===== config.mk =====
export PLATFORM = sky130hd
export DESIGN_NAME = gesture_cmd_scheduler
export DESIGN_NICKNAME = d
export VERILOG_FILES = /design/src/rtl/gesture_cmd_scheduler.sv
export SDC_FILE = /design/constraint.sdc
export NUM_CORES = 1
export LEC_CHECK = 0
export ABC_AREA = 1
export ABC_CLOCK_PERIOD_IN_PS = 2200
export CORE_AREA = 2 2 65 67
export CTS_BUF_LIST = sky130_fd_sc_hd__clkbuf_4 sky130_fd_sc_hd__clkbuf_8
export CTS_CLUSTER_DIAMETER = 60
export DETAILED_ROUTE_END_ITERATION = 16
export DIE_AREA = 0 0 67 69
export DONT_BUFFER_PORTS = 1
export GPL_ROUTABILITY_DRIVEN = 0
export PLACE_DENSITY = 0.79
export SYNTH_ARGS = -nofsm -noshare
export SYNTH_HDL_FRONTEND = slang
export SYNTH_SLANG_ARGS = --single-unit

===== constraint.sdc =====
create_clock -name clock -period 2.2 [get_ports clock]
set_clock_uncertainty 0.2 [all_clocks]
set_input_delay 0.44 -clock clock [delete_from_list [all_inputs] [get_ports clock]]
set_output_delay 0.44 -clock clock [all_outputs]
set_load 0.01 [all_outputs]

===== src/rtl/gesture_cmd_scheduler.sv =====
// Gesture command scheduler: arbitrates gesture requests by priority and flight mode,
// issues one command at a time over valid/ready, then cools down and clears the gesture FSMs.
module gesture_cmd_scheduler #(
  parameter int COOLDOWN_CYCLES = 16,
  parameter int TIMEOUT_CYCLES  = 255,
  parameter int CNT_W           = 16
) (
  input  logic       clock,
  input  logic       reset,
  input  logic       off_pulse,
  input  logic       takeoff_pulse,
  input  logic [3:0] move_req,
  input  logic       hands_valid,
  input  logic       cmd_ready,
  output logic       cmd_valid,
  output logic [2:0] cmd_data,
  output logic       fsm_clear,
  output logic [1:0] mode,
  output logic       busy
);

  typedef enum logic [1:0] {
    ST_IDLE = 2'd0,
    ST_SEND = 2'd1,
    ST_COOL = 2'd2
  } state_t;

  localparam logic [2:0] CMD_TAKEOFF = 3'd1;
  localparam logic [2:0] CMD_LAND    = 3'd2;
  localparam logic [2:0] CMD_HOVER   = 3'd3;
  localparam logic [2:0] CMD_UP      = 3'd4;
  localparam logic [2:0] CMD_DOWN    = 3'd5;
  localparam logic [2:0] CMD_LEFT    = 3'd6;
  localparam logic [2:0] CMD_RIGHT   = 3'd7;

  localparam logic [1:0] MODE_LANDED = 2'd0;
  localparam logic [1:0] MODE_FLYING = 2'd1;

  localparam logic [CNT_W-1:0] COOL_LOAD = CNT_W'(COOLDOWN_CYCLES);
  localparam logic [CNT_W-1:0] TO_MAX    = CNT_W'(TIMEOUT_CYCLES);
  localparam logic [CNT_W-1:0] CNT_ONE   = CNT_W'(1);
  localparam logic [CNT_W-1:0] CNT_ZERO  = CNT_W'(0);

  state_t           state_r, state_n;
  logic             cmd_valid_r, cmd_valid_n;
  logic [2:0]       cmd_data_r, cmd_data_n;
  logic             fsm_clear_r, fsm_clear_n;
  logic [1:0]       mode_r, mode_n;
  logic             busy_r;
  logic             pend_off_r, pend_off_n;
  logic             pend_takeoff_r, pend_takeoff_n;
  logic             pend_hover_r, pend_hover_n;
  logic [CNT_W-1:0] cool_cnt_r, cool_cnt_n;
  logic [CNT_W-1:0] to_cnt_r, to_cnt_n;

  logic flying_s;
  logic req_off_s, req_takeoff_s, req_hover_s, req_move_s;
  logic take_off_s, take_takeoff_s, take_hover_s;

  // A same-cycle pulse counts as a request in IDLE, so issue latency is one cycle from the pulse.
  always_comb begin
    flying_s      = (mode_r == MODE_FLYING);
    req_off_s     = (pend_off_r | off_pulse) & flying_s;
    req_takeoff_s = (pend_takeoff_r | takeoff_pulse) & ~flying_s;
    req_hover_s   = pend_hover_r & flying_s;
    req_move_s    = (|move_req) & flying_s;
  end

  // Issue FSM: priority select in IDLE, handshake in SEND, countdown in COOL.
  always_comb begin
    state_n        = state_r;
    cmd_valid_n    = cmd_valid_r;
    cmd_data_n     = cmd_data_r;
    fsm_clear_n    = 1'b0;
    mode_n         = mode_r;
    cool_cnt_n     = cool_cnt_r;
    take_off_s     = 1'b0;
    take_takeoff_s = 1'b0;
    take_hover_s   = 1'b0;
    case (state_r)
      ST_IDLE: begin
        if (req_off_s) begin
          cmd_data_n = CMD_LAND;
          take_off_s = 1'b1;
        end else if (req_takeoff_s) begin
          cmd_data_n     = CMD_TAKEOFF;
          take_takeoff_s = 1'b1;
        end else if (req_hover_s) begin
          cmd_data_n   = CMD_HOVER;
          take_hover_s = 1'b1;
        end else if (req_move_s) begin
          if (move_req[0]) begin
            cmd_data_n = CMD_UP;
          end else if (move_req[1]) begin
            cmd_data_n = CMD_DOWN;
          end else if (move_req[2]) begin
            cmd_data_n = CMD_LEFT;
          end else begin
            cmd_data_n = CMD_RIGHT;
          end
        end else begin
          cmd_data_n = cmd_data_r;
        end
        if (req_off_s | req_takeoff_s | req_hover_s | req_move_s) begin
          cmd_valid_n = 1'b1;
          state_n     = ST_SEND;
        end else begin
          cmd_valid_n = 1'b0;
          state_n     = ST_IDLE;
        end
      end
      ST_SEND: begin
        if (cmd_ready) begin
          cmd_valid_n = 1'b0;
          fsm_clear_n = 1'b1;
          case (cmd_data_r)
            CMD_TAKEOFF: mode_n = MODE_FLYING;
            CMD_LAND:    mode_n = MODE_LANDED;
            default:     mode_n = mode_r;
          endcase
          if (COOLDOWN_CYCLES == 0) begin
            state_n    = ST_IDLE;
            cool_cnt_n = CNT_ZERO;
          end else begin
            state_n    = ST_COOL;
            cool_cnt_n = COOL_LOAD;
          end
        end else begin
          state_n = ST_SEND;
        end
      end
      ST_COOL: begin
        if (cool_cnt_r <= CNT_ONE) begin
          state_n    = ST_IDLE;
          cool_cnt_n = CNT_ZERO;
        end else begin
          state_n    = ST_COOL;
          cool_cnt_n = cool_cnt_r - CNT_ONE;
        end
      end
      default: begin
        state_n     = ST_IDLE;
        cmd_valid_n = 1'b0;
        cool_cnt_n  = CNT_ZERO;
      end
    endcase
  end

  // Pending latches: set in any state, dropped when invalid for the current mode or consumed.
  always_comb begin
    if (off_pulse) begin
      pend_off_n = 1'b1;
    end else if (flying_s) begin
      pend_off_n = pend_off_r;
    end else begin
      pend_off_n = 1'b0;
    end
    if (take_off_s) begin
      pend_off_n = 1'b0;
    end else begin
      pend_off_n = pend_off_n;
    end

    if (takeoff_pulse) begin
      pend_takeoff_n = 1'b1;
    end else if (!flying_s) begin
      pend_takeoff_n = pend_takeoff_r;
    end else begin
      pend_takeoff_n = 1'b0;
    end
    if (take_takeoff_s) begin
      pend_takeoff_n = 1'b0;
    end else begin
      pend_takeoff_n = pend_takeoff_n;
    end
  end

  // Tracking-loss timeout: saturating count that raises a single HOVER request per loss episode.
  always_comb begin
    to_cnt_n     = to_cnt_r;
    pend_hover_n = pend_hover_r;
    if (!flying_s || hands_valid) begin
      to_cnt_n     = CNT_ZERO;
      pend_hover_n = 1'b0;
    end else if (to_cnt_r != TO_MAX) begin
      to_cnt_n = to_cnt_r + CNT_ONE;
      if ((to_cnt_r + CNT_ONE) == TO_MAX) begin
        pend_hover_n = 1'b1;
      end else begin
        pend_hover_n = pend_hover_r;
      end
    end else begin
      to_cnt_n = to_cnt_r;
    end
    if (take_hover_s) begin
      pend_hover_n = 1'b0;
    end else begin
      pend_hover_n = pend_hover_n;
    end
  end

  // State and output registers.
  always_ff @(posedge clock or negedge reset) begin
    if (!reset) begin
      state_r        <= ST_IDLE;
      cmd_valid_r    <= 1'b0;
      cmd_data_r     <= 3'd0;
      fsm_clear_r    <= 1'b0;
      mode_r         <= MODE_LANDED;
      busy_r         <= 1'b0;
      pend_off_r     <= 1'b0;
      pend_takeoff_r <= 1'b0;
      pend_hover_r   <= 1'b0;
      cool_cnt_r     <= CNT_ZERO;
      to_cnt_r       <= CNT_ZERO;
    end else begin
      state_r        <= state_n;
      cmd_valid_r    <= cmd_valid_n;
      cmd_data_r     <= cmd_data_n;
      fsm_clear_r    <= fsm_clear_n;
      mode_r         <= mode_n;
      busy_r         <= (state_n != ST_IDLE);
      pend_off_r     <= pend_off_n;
      pend_takeoff_r <= pend_takeoff_n;
      pend_hover_r   <= pend_hover_n;
      cool_cnt_r     <= cool_cnt_n;
      to_cnt_r       <= to_cnt_n;
    end
  end

  assign cmd_valid = cmd_valid_r;
  assign cmd_data  = cmd_data_r;
  assign fsm_clear = fsm_clear_r;
  assign mode      = mode_r;
  assign busy      = busy_r;

endmodule


Word-level counts from Yosys, hierarchy flattened
Index checks and enable logic that the tools add are counted.
- bits in registers: 45
- input port bits: 10
- word-level logic and storage cells: 92
- $add $sub $neg: 2
- $lt $le $gt $ge: 1
- equal/unequal tests: 9
- muxes and demuxes: 41
- bitwise gates (word level): 12
- reduce and logical (&&, ||, !) cells: 16
- operator list (operator ; count):
    $mux W16 ; 4
    $pmux W16 S3 ; 1
    $mux W1 ; 25
    $add A16 B1 Y16 const B ; 1
    $eq A16 B8 Y1 const B ; 1
    $le A16 B1 Y1 const B ; 1
    $ne A16 B8 Y1 const B ; 1
    $sub A16 B1 Y16 const B ; 1
    $mux W3 ; 4
    $reduce_bool A3 Y1 ; 3
    $mux W2 ; 4
    $reduce_and A2 Y1 ; 4
    $pmux W2 S3 ; 1
    $reduce_bool A2 Y1 ; 3
    $or A1 B1 Y1 ; 5
    $and A1 B1 Y1 ; 4
    $eq A2 B1 Y1 const B ; 2
    $pmux W2 S2 ; 1
    $reduce_bool A4 Y1 ; 1
    $reduce_or A4 Y1 ; 1
    $eq A3 B1 Y1 const B ; 1
    $eq A3 B2 Y1 const B ; 1
    $ne A3 B2 Y1 const B ; 1
    $not A1 Y1 ; 3
    other kinds (7) ; 7

Longest topological paths before layout
Gate-level depths: netlist of run 1.
- depth after elaboration: 9
- mapped depth: 12
- mapped depth without buffers: 12

Worst setup path before layout of run 1
OpenSTA, ideal clock, no wires.
- path kind: reg-to-reg
- start point: reg state_r[0]
- end point: reg cool_cnt_r[14]
- library setup time: 120 ps
- arrival time: 1399 ps
- required time: 1880 ps
- setup slack: 481 ps
- stages on the path, launching flop included: 10
- buffers on the path: 0
- cell sequence: dfrtp_1 -> inv_1 -> ha_1 -> inv_1 -> nand2_2 -> nor2_2 -> nand3_1 -> nor2_1 -> xnor2_1 -> nor2_1
- longest elaborated chain between the ends: 3
- RTL lines (element ; line ; source):
    start, declared ; 44 ; state_t state_r, state_n;
    start signal, assigned ; 217 ; state_r <= state_n;
    $eq A2 B1 Y1 or $logic_not A2 Y1 (tied branches) ; 80 ; case (state_r)
    $ne A2 B2 Y1 (no line) or $not A1 Y1 (tied branches) ; - ;
    $reduce_and A2 Y1 (no line) ; - ;
    end signal, assigned ; 226 ; cool_cnt_r <= cool_cnt_n;
    end, declared ; 53 ; logic [CNT_W-1:0] cool_cnt_r, cool_cnt_n;
Several ways; a longest one is shown, not always the timed one.
A chain may end at the register's enable or synchronous reset.

Final worst setup path of run 1
- start point: reg to_cnt_r[0]
- end point: reg to_cnt_r[1]
- longest elaborated chain between the ends: 3
- RTL lines (element ; line ; source):
    start, declared ; 54 ; logic [CNT_W-1:0] to_cnt_r, to_cnt_n;
    start signal, assigned ; 227 ; to_cnt_r <= to_cnt_n;
    $add A16 B1 Y16 ; 186 ; to_cnt_n = to_cnt_r + CNT_ONE;
    $mux W16 ; 185 ; end else if (to_cnt_r != TO_MAX) begin
    $mux W16 ; 182 ; if (!flying_s || hands_valid) begin
Several ways; a longest one is shown, not always the timed one. The select of a mux whose other input is x is not followed.

==> flow_summary_export.csv, run 1 <==
group,metric,value,unit
run_status,status,"complete, no violations",
worst_setup_path,path_delay_family,"simple AND/OR/NAND/NOR gates",
sta,timing.final.max_slew_violations,0,
synth,ys_ff_latch,44,
placement,place_area,0.002510,sq mm
clock_tree,clk_pin_slew,80,ps
global_routing,gr-usage-all-layers,0.2310,
placement,dp_hpwl,3559,um
synth,synth_top_flop_cell,"dfrtp_1",
synth,yosys-top-cells-count,"68 x nand2_1, 50 x nor2_1, 44 x dfrtp_1, 37 x inv_1",
synth,syn_nets,335,
routing,drt_iter0_markers,120,
worst_setup_path,path_buf_inv,1,
min_path,min_path_type,"input port to flip-flop",
synth,synth_cells,317,
clock_tree,cts_tree,"yes",
routing,num_vias,2034,
worst_setup_path,slowest_stage,"dfrtp_1",
synth,yosysWarnings,0,
worst_setup_path,cp_data_arrival_time,2000,ps
global_routing,grt_pass1_wl,8259,um
die,die_width,67,um
synth,syn_area_per_cell,7.815,sq um
clock_tree,cts_sinks,44,
worst_setup_path,startpoint_type,"flip-flop",
sta,rsz0062_at_grt,"no",
pwr,p_leak,1.238,nW
sta,fin_setup_tns,0,ps
die,die_area,0.004623,sq mm
routing,drc,0,
routing,drtPass1Iterations,5,
finish,design_area,0.002651,sq mm
clock_tree,cts_max_level,2,
synth,synthXorXnorAreaFrac,0.06010,
finish,area_delta_synth_final,7.020,%
clock_tree,insertion_delay,300,ps
synth,async_flop_share,1.000,
die,initial_core_util,0.6330,
sta,setup_violations,0,
worst_setup_path,crit_type,"flip-flop to flip-flop",
pwr,power_density,545.5,mW/mm^2
synth,yosysTopAreaCellShare,0.4444,
sta,fmax,494.1,MHz
synth,synth-compound-area-share,0.09343,
synth,muxShareOfSynthArea,0,
global_routing,grt_pass1_vias,1955,
routing,avgViaCountPerCell,5.453,
worst_setup_path,critical_path.max_stage_delay,430,ps
worst_setup_path,setup.worst_path.end_class,"flip-flop",
sta,hold_viol,0,
finish,fin_nets,340,
worst_setup_path,crit_fanout,7,
routing,wire_per_inst,13.05,um
global_routing,grt_max_degree,45,
routing,antenna_left,0,
synth,synthSimpleGateAreaFrac,0.2889,
die,pin_count,18,
worst_setup_path,cp_data_required_time,2180,ps
synth,synth_top_family_by_area,"simple AND/OR/NAND/NOR gates",
clock_tree,cts.path.max_buffers,2,
die,rows,23,
synth,synth_top_area_cell,"dfrtp_1",
synth,synth_fa_ha_area_frac,0.04040,
worst_setup_path,crit_path_frequent_cell,"nand2_1",
finish,diodes,0,
global_routing,grt_overflow,0,
routing,drt-total-wl,4866,um
placement,dpl_worst_slack,215.9,ps
synth,seq_area_frac_synth,0.4444,
placement,port_buffers,0,
global_routing,antenna_found_initial,0,
synth,synth_edf_count,0,
finish,drive_gt1_frac,0.07121,
synth,syn-cell-area,0.002477,sq mm
flow_run,maxCapViolCount,0,
sta,fin_crit,2024,ps
synth,yosysMostFrequentCell,"nand2_1",
die,coreArea,0.003914,sq mm
die,die_height,69,um
synth,netlist-cell-type-count,31,
sta,setup_slack,176.3,ps
pwr,ir_drop,0.4116,mV
clock_tree,cts_buffers,5,
finish,fin_util,0.6774,
synth,synth_area_leaders,"dfrtp_1 44%, nand2_1 10%, nor2_1 7.6%, inv_1 5.6%, ha_1 4.0%",
worst_setup_path,worstPathCellList,"ha_1 -> nand2_1 -> nor2_2 -> nand2_1 -> inv_1 -> nand3_1 -> nand2_1 -> o21ai_0",
clock_tree,post_cts_buffers,0,
sta,fin_crit_sh,0.9199,
clock_tree,cts_root_buf,"clkbuf_8",
[report_power, final]
part           switching [mW]  internal [mW]  total, mW
clock                   0.262          0.349      0.612
sequential           0.000196          0.809      0.809
combinational          0.0185        0.00691     0.0254
total                   0.281           1.16       1.45
[what timing repair did]
action                                 4_1_cts  5_1_grt
hold buffers                                 2        0
gates resized for setup                      0        0
endpoints found under the hold margin       44        0
[layout by cell type (no fill, tap or decap)]
master / instances
o22ai_1: 2
nor4_1: 3
conb_1: 1
nor2_2: 6
buf_12: 1
inv_2: 2
o21ai_0: 12
a21oi_1: 15
bufinv_16: 1
nand2_1: 68
inv_1: 37
clkbuf_4: 1
clkinv_2: 1
o21ai_2: 1
nand3_1: 15
nor2_4: 2
dfrtp_1: 44
ha_1: 8
o31ai_1: 2
o211ai_1: 1
nor3_1: 2
nand4_1: 11
o21ai_1: 1
nand3b_1: 2
xnor2_1: 7
clkbuf_8: 5
xor2_1: 10
a31oi_1: 4
a21o_1: 2
o21bai_1: 1
nand2_2: 3
nor2_1: 50
or2_1: 1
dlygate4sd3_1: 1
[final cells by class]
cell class	instances	area (sq um)
well taps	50	62.56
clock buffers	6	76.32
multi-input cells	230	1200
flip-flops and latches	44	1101
fillers	328	1262
repair buffers	2	30.03
clock inverters	2	35.03
inverters	39	146.4
[final timing paths]
path                       cells past startpoint         start        endpoint  slack (ps)
max                                            8   to_cnt_r[0]     to_cnt_r[1]         180
min                                            2     off_pulse      pend_off_r          80
max reg2reg                                    8   to_cnt_r[0]     to_cnt_r[1]         180
min reg2reg                                    2  pend_hover_r    pend_hover_r         310
max in group asynchronous                      2         reset  cool_cnt_r[14]        1180
min in group asynchronous                      2         reset     to_cnt_r[6]         400
[stage by stage]
step	power [mW]	hold slack, ps	std cells
floorplan	0.8310	-55.59	317
CTS	1.468	66.21	373
global route	1.507	80.41	373
detailed placement	0.8301	-54.46	363
global placement	0.8299	-54.37	363
finish	1.446	79.63	373
[metal layers]
metal  GRT usage  vias up  part of all wire
met4      0.1088        0             0.027
met3     0.05710       16             0.043
met1      0.2740      935              0.42
met5           0        -                 0
met2      0.3839       55              0.51
li1            -     1028                 -
[logic make-up (layout without fill, tap and decap cells)]
logic type | after synthesis | count (layout)
xor+xnor | 17 | 17
other cells | 1 | 1
compound gates | 41 | 41
flops | 44 | 44
fa+ha+maj | 8 | 8
simple gates | 163 | 163
buf+inv | 43 | 49
[flip-flops by register name, summed over array words and instances, names as in the netlist, 2 cells and up]
name	cells
cool_cnt_r	16
to_cnt_r	16
state_r	2
cmd_data	3
[worst reg2reg max path: stages, from the launching register on]
cell	delay, ps
dfrtp_1	430
ha_1	230
nand2_1	80
nor2_2	200
nand2_1	110
inv_1	90
nand3_1	250
nand2_1	210
o21ai_0	100
Note: power is estimated with default switching activity, not from simulation.
==> run 2, diff against run 1 <==
==> constraint.sdc (replaced) <==
create_clock -name clock -period 2.2 [get_ports clock]
set_clock_uncertainty 0.2 [all_clocks]
set_input_delay 0.22 -clock clock [delete_from_list [all_inputs] [get_ports clock]]
set_output_delay 0.22 -clock clock [all_outputs]
set_load 0.01 [all_outputs]
==> run 2 against run 1 <==
Non-clock buffer count is 6 higher. Register-to-register slack hardly changed. Clock-buffer cell count stayed put. Highest routed layer unchanged. Sequential share of layout area is 0.92 points lower. Critical path depth stayed put. Largest power group unchanged. Cell area is 2.3% higher.
==> flow_summary_export.csv, run 2 (synthesis results as in run 1) <==
group,metric,value,unit
pwr,switchingPower,0.2874,mW
finish,fin_nets,346,
placement,dp_hpwl,3559,um
global_routing,grt_pass1_vias,2015,
finish,stdcell_count,379,
die,rows,23,
worst_setup_path,reg2reg_slack,180,ps
pwr,intPower,1.172,mW
worst_setup_path,startpoint_type,"flip-flop",
worst_setup_path,setup.worst_path.end_class,"flip-flop",
die,initial_core_util,0.6330,
finish,drive_gt1_frac,0.06991,
pwr,ir_drop,0.4149,mV
placement,placed_cells,363,
global_routing,grt_pass1_wl,8590,um
clock_tree,clk_pin_slew,80,ps
finish,layout_commonest_cell,"nand2_1",
worst_setup_path,crit_type,"flip-flop to flip-flop",
min_path,min_path_cells,3,
die,die_width,67,um
pwr,power_density,538.3,mW/mm^2
sta,fin_setup_tns,0,ps
sta,fmax,494.5,MHz
die,die_area,0.004623,sq mm
clock_tree,cts_sinks,44,
routing,antenna_left,0,
die,coreArea,0.003914,sq mm
global_routing,grt_overflow,0,
pwr,p_clk_frac,0.422,
die,die_height,69,um
sta,timing.final.max_slew_violations,0,
global_routing,grt_max_degree,45,
run_status,status,"complete, no violations",
worst_setup_path,ff2ff_path_depth,8,
min_path,min_path_type,"input port to flip-flop",
routing,drtPass1Iterations,4,
worst_setup_path,timing.rr.start,"to_cnt_r[0]",
clock_tree,cts_max_level,2,
sta,setup_violations,0,
routing,drt-total-wl,5029,um
global_routing,gr-usage-all-layers,0.2404,
global_routing,antenna_found_initial,0,
finish,area_delta_synth_final,9.444,%
clock_tree,cts_buffers,5,
clock_tree,cts_tree,"yes",
routing,drc,0,
clock_tree,cts.path.max_buffers,2,
sta,hold_viol,0,
pwr,p_leak,1.263,nW
min_path,holdCritStartpoint,"cmd_ready",
finish,final_cell_mix,"68 x nand2_1, 50 x nor2_1, 44 x dfrtp_1, 37 x inv_1",
routing,avgViaCountPerCell,5.456,
sta,fin_crit,2022,ps
min_path,min_to,"cmd_valid",
die,pin_count,18,
pwr,seqPwrFrac,0.554,
worst_setup_path,crit_fanout,7,
flow_run,maxCapViolCount,0,
routing,num_vias,2068,
sta,fin_crit_sh,0.9193,
routing,wire_per_inst,13.27,um
placement,port_buffers,0,
routing,drt_iter0_markers,114,
pwr,switching_share,0.1969,
clock_tree,insertion_delay,300,ps
worst_setup_path,cp_data_required_time,2180,ps
worst_setup_path,cp_data_arrival_time,2000,ps
clock_tree,cts_root_buf,"clkbuf_8",
sta,rsz0062_at_grt,"no",
worst_setup_path,r2r_end,"to_cnt_r[1]",
finish,nFillCells,322,
pwr,p_comb_frac,0.024,
finish,diodes,0,
-- run 2: how the worst max path moves through the flow --
stage | cells after the start | end | slack [ps] | startpoint
3_5_place_dp | 8 | to_cnt_r[0] | 220 | to_cnt_r[0]
4_1_cts | 8 | to_cnt_r[1] | 180 | to_cnt_r[0]
6_report | 8 | to_cnt_r[1] | 180 | to_cnt_r[0]
3_3_place_gp | 9 | cool_cnt_r[14] | 290 | state_r[1]
5_1_grt | 8 | to_cnt_r[1] | 30 | to_cnt_r[0]
2_1_floorplan | 9 | cool_cnt_r[14] | 480 | state_r[0]
-- run 2: metal layers --
| layer | wire length [um] | global-route usage | part of all wire | vias up |
|---|---|---|---|---|
| met5 | 0 | 0 | 0 | - |
| met4 | 163 | 0.1088 | 0.032 | 0 |
| met3 | 159 | 0.05546 | 0.032 | 16 |
| met2 | 2576 | 0.4026 | 0.51 | 38 |
| met1 | 2130 | 0.2869 | 0.42 | 971 |
| li1 | - | - | - | 1043 |
-- run 2: timing repair --
item / 4_1_cts / 5_1_grt
endpoints found under the setup margin: 0 / 0
buffers inserted: 0 / 0
resized for setup: 0 / 0
endpoints found under the hold margin: 52 / 0
hold buffers: 8 / 0
-- run 2: power by group through the flow --
stage	Sequential, mW	Clock (mW)	Combinational [mW]
finish	0.809	0.615	0.0352
floorplan	0.825	0	0.00559
detailed placement	0.825	0	0.00474
CTS	0.809	0.632	0.0357
global placement	0.825	0	0.00455
global route	0.809	0.668	0.0406
-- run 2: metrics by stage --
stage | total power [mW] | setup slack, ps | utilization | instance area, sq um | hold WS, ps
floorplan | 0.8310 | 480.6 | - | 2477 | -275.6
global placement | 0.8299 | 289.9 | 0.6413 | 2510 | -274.4
detailed placement | 0.8301 | 215.9 | 0.6413 | 2510 | -274.5
CTS | 1.477 | 178.1 | 0.6928 | 2711 | 2.587
global route | 1.518 | 29.75 | 0.6928 | 2711 | 43.95
finish | 1.460 | 177.6 | 0.6928 | 2711 | 21.28
-- run 2: layout make-up --
type | instances | area, sq um | share of cell area
multi-input combinational | 230 | 1200 | 0.4425
inverter | 39 | 146.4 | 0.05399
clock inverter | 2 | 35.03 | 0.01292
tap | 50 | 62.56 | 0.02307
sequential | 44 | 1101 | 0.4061
timing repair buffer | 8 | 90.09 | 0.03323
clock buffer | 6 | 76.32 | 0.02815
-- run 2: critical path, stage by stage, from the launching register on --
cell and delay (ps):
dfrtp_1 430, ha_1 230, nand2_1 80, nor2_2 210
nand2_1 110, inv_1 90, nand3_1 240, nand2_1 210
o21ai_0 100
==> run 3, diff against run 2 <==
--- a/config.mk
+++ b/config.mk
@@ -7,14 +7,13 @@
 export LEC_CHECK = 0
 export ABC_AREA = 1
 export ABC_CLOCK_PERIOD_IN_PS = 2200
-export CORE_AREA = 2 2 65 67
+export CORE_AREA = 2 2 103 105
 export CTS_BUF_LIST = sky130_fd_sc_hd__clkbuf_4 sky130_fd_sc_hd__clkbuf_8
 export CTS_CLUSTER_DIAMETER = 60
 export DETAILED_ROUTE_END_ITERATION = 16
-export DIE_AREA = 0 0 67 69
+export DIE_AREA = 0 0 105 107
 export DONT_BUFFER_PORTS = 1
 export GPL_ROUTABILITY_DRIVEN = 0
-export PLACE_DENSITY = 0.79
 export SYNTH_ARGS = -nofsm -noshare
 export SYNTH_HDL_FRONTEND = slang
 export SYNTH_SLANG_ARGS = --single-unit
==> constraint.sdc (replaced) <==
create_clock -name clock -period 2.2 [get_ports clock]
set_clock_uncertainty 0.2 [all_clocks]
set_input_delay 0.33 -clock clock [delete_from_list [all_inputs] [get_ports clock]]
set_output_delay 0.33 -clock clock [all_outputs]
set_load 0.01 [all_outputs]
==> run 3 against run 2 <==
Clock-buffer cell count decreased by 1. Combinational power decreased by 8.5%. Via count fell by 2.0%. First-iteration DRC count up 25%. Register-to-register slack improved by 70 ps. Cell area grew 3.6%. Critical endpoint is now cool_cnt_r[14].
==> flow_summary_export.csv, run 3 (synthesis results as in run 1) <==
group,metric,value,unit
placement,dp_hpwl,3784,um
min_path,min_path_type,"input port to flip-flop",
clock_tree,cts_resized,0,
worst_setup_path,slowest_stage,"dfrtp_1",
worst_setup_path,path_delay_family,"simple AND/OR/NAND/NOR gates",
pwr,p_leak,1.258,nW
routing,num_vias,2026,
clock_tree,cts_max_level,2,
sta,setup_violations,0,
global_routing,antenna_found_initial,0,
worst_setup_path,path_buf_inv,2,
finish,regArea,0.001101,sq mm
die,pin_count,18,
routing,drtPass1Iterations,4,
global_routing,grt_util_met1,0.1340,
finish,layout_commonest_cell,"nand2_1",
finish,diodes,0,
routing,avgViaCountPerCell,4.376,
global_routing,grt_pass1_wl,9108,um
clock_tree,cts.path.max_buffers,2,
die,die_area,0.01124,sq mm
flow_run,maxCapViolCount,0,
die,rows,37,
sta,fin_setup_tns,0,ps
sta,fin_crit,1950,ps
finish,drive_gt1_frac,0.07339,
clock_tree,cts_sinks,44,
global_routing,grt_max_degree,45,
clock_tree,cts_root_buf,"clkbuf_8",
die,die_width,105,um
routing,wire_per_inst,11.06,um
finish,fin_nets,344,
pwr,ir_drop,0.2908,mV
routing,drc,0,
global_routing,grtUsageMet3,0.02492,
worst_setup_path,startpoint_type,"flip-flop",
placement,port_buffers,0,
die,die_height,107,um
routing,drt-total-wl,5122,um
run_status,status,"complete, no violations",
worst_setup_path,setup.worst_path.end_class,"flip-flop",
finish,nFillCells,1110,
worst_setup_path,crit_type,"flip-flop to flip-flop",
pwr,power_density,529.2,mW/mm^2
clock_tree,insertion_delay,300,ps
clock_tree,clk_pin_slew,90,ps
worst_setup_path,cp_data_arrival_time,1940,ps
global_routing,gr-usage-all-layers,0.09788,
sta,fmax,512.7,MHz
worst_setup_path,cp_data_required_time,2190,ps
finish,final_cell_mix,"68 x nand2_1, 50 x nor2_1, 44 x dfrtp_1, 37 x inv_1",
finish,multi_input_area,0.001200,sq mm
clock_tree,cts_tree,"yes",
routing,drt_iter0_markers,143,
die,coreArea,0.01009,sq mm
sta,fin_crit_sh,0.8865,
finish,area_delta_synth_final,13.38,%
worst_setup_path,worstPathCellList,"inv_1 -> ha_1 -> inv_1 -> nand2_2 -> nor2_2 -> nand3_1 -> nor2_1 -> xnor2_1 -> nor2_1",
sta,rsz0062_at_grt,"no",
sta,timing.final.max_slew_violations,0,
global_routing,grt.met2_usage,0.1577,
global_routing,grt_pass1_vias,1977,
placement,dpl_worst_slack,259.1,ps
worst_setup_path,crit_fanout,8,
clock_tree,cts_buffers,5,
sta,hold_viol,0,
global_routing,grt_overflow,0,
global_routing,grt.busiest_layer,"met2",
pwr,p_total,1.487,mW
worst_setup_path,critical_path.max_stage_delay,390,ps
routing,antenna_left,0,
sta,setup_slack,249.7,ps
die,initial_core_util,0.2455,
[run 3: cell count changes in the layout (fill, tap and decap cells not counted), sizes merged]
| cell | before | now |
|---|---|---|
| clkbuf | 6 | 5 |
| clkinv | 1 | 2 |
| buf | 1 | 2 |
| dlygate4sd3 | 7 | 4 |
[run 3: metal layers]
layer | share of wire | vias to the layer above
met5 | 0 | -
met2 | 0.45 | 26
met3 | 0.037 | 5
met4 | 0.0051 | 0
li1 | - | 1037
met1 | 0.50 | 958
[run 3: report_power, final]
| part | total (mW) | internal (mW) | switching (mW) |
|---|---|---|---|
| sequential | 0.809 | 0.809 | 0.000215 |
| clock | 0.645 | 0.342 | 0.303 |
| combinational | 0.0322 | 0.0118 | 0.0203 |
[run 3: repair_timing]
action	4_1_cts	5_1_grt
setup buffers	0	0
hold endpoints to repair	47	0
hold buffers	5	0
[run 3: final cells by class]
cell class,count,share of cell area
clock buffers,5,0.02450
well taps,136,0.06058
multi-input cells,230,0.4272
clock inverters,3,0.01693
flip-flops and latches,44,0.3920
repair buffers,6,0.02673
inverters,39,0.05212
[run 3: per-stage QoR]
step	area (sq um)	cells	util	hold slack, ps
4_1_cts	2809	463	0.2783	35.28
5_1_grt	2809	463	0.2783	32.52
3_3_place_gp	2625	450	0.2601	-162.1
3_5_place_dp	2625	450	0.2601	-161.6
2_1_floorplan	2477	317	-	-165.6
6_report	2809	463	0.2783	31.25
[run 3: worst paths after layout]
check | start | to | slack [ps] | cells past startpoint
max | state_r[0] | cool_cnt_r[14] | 250 | 9
min | hands_valid | pend_hover_r | 30 | 3
max reg2reg | state_r[0] | cool_cnt_r[14] | 250 | 9
min reg2reg | pend_hover_r | pend_hover_r | 310 | 2
max in group asynchronous | reset | to_cnt_r[8] | 1260 | 2
min in group asynchronous | reset | cool_cnt_r[11] | 340 | 2
[run 3: worst register-to-register path, cell delays in order (launching register included)]
cell and delay (ps):
dfrtp_1 390, inv_1 80, ha_1 240, inv_1 140, nand2_2 150, nor2_2 200
nand3_1 130, nor2_1 140, xnor2_1 130, nor2_1 60
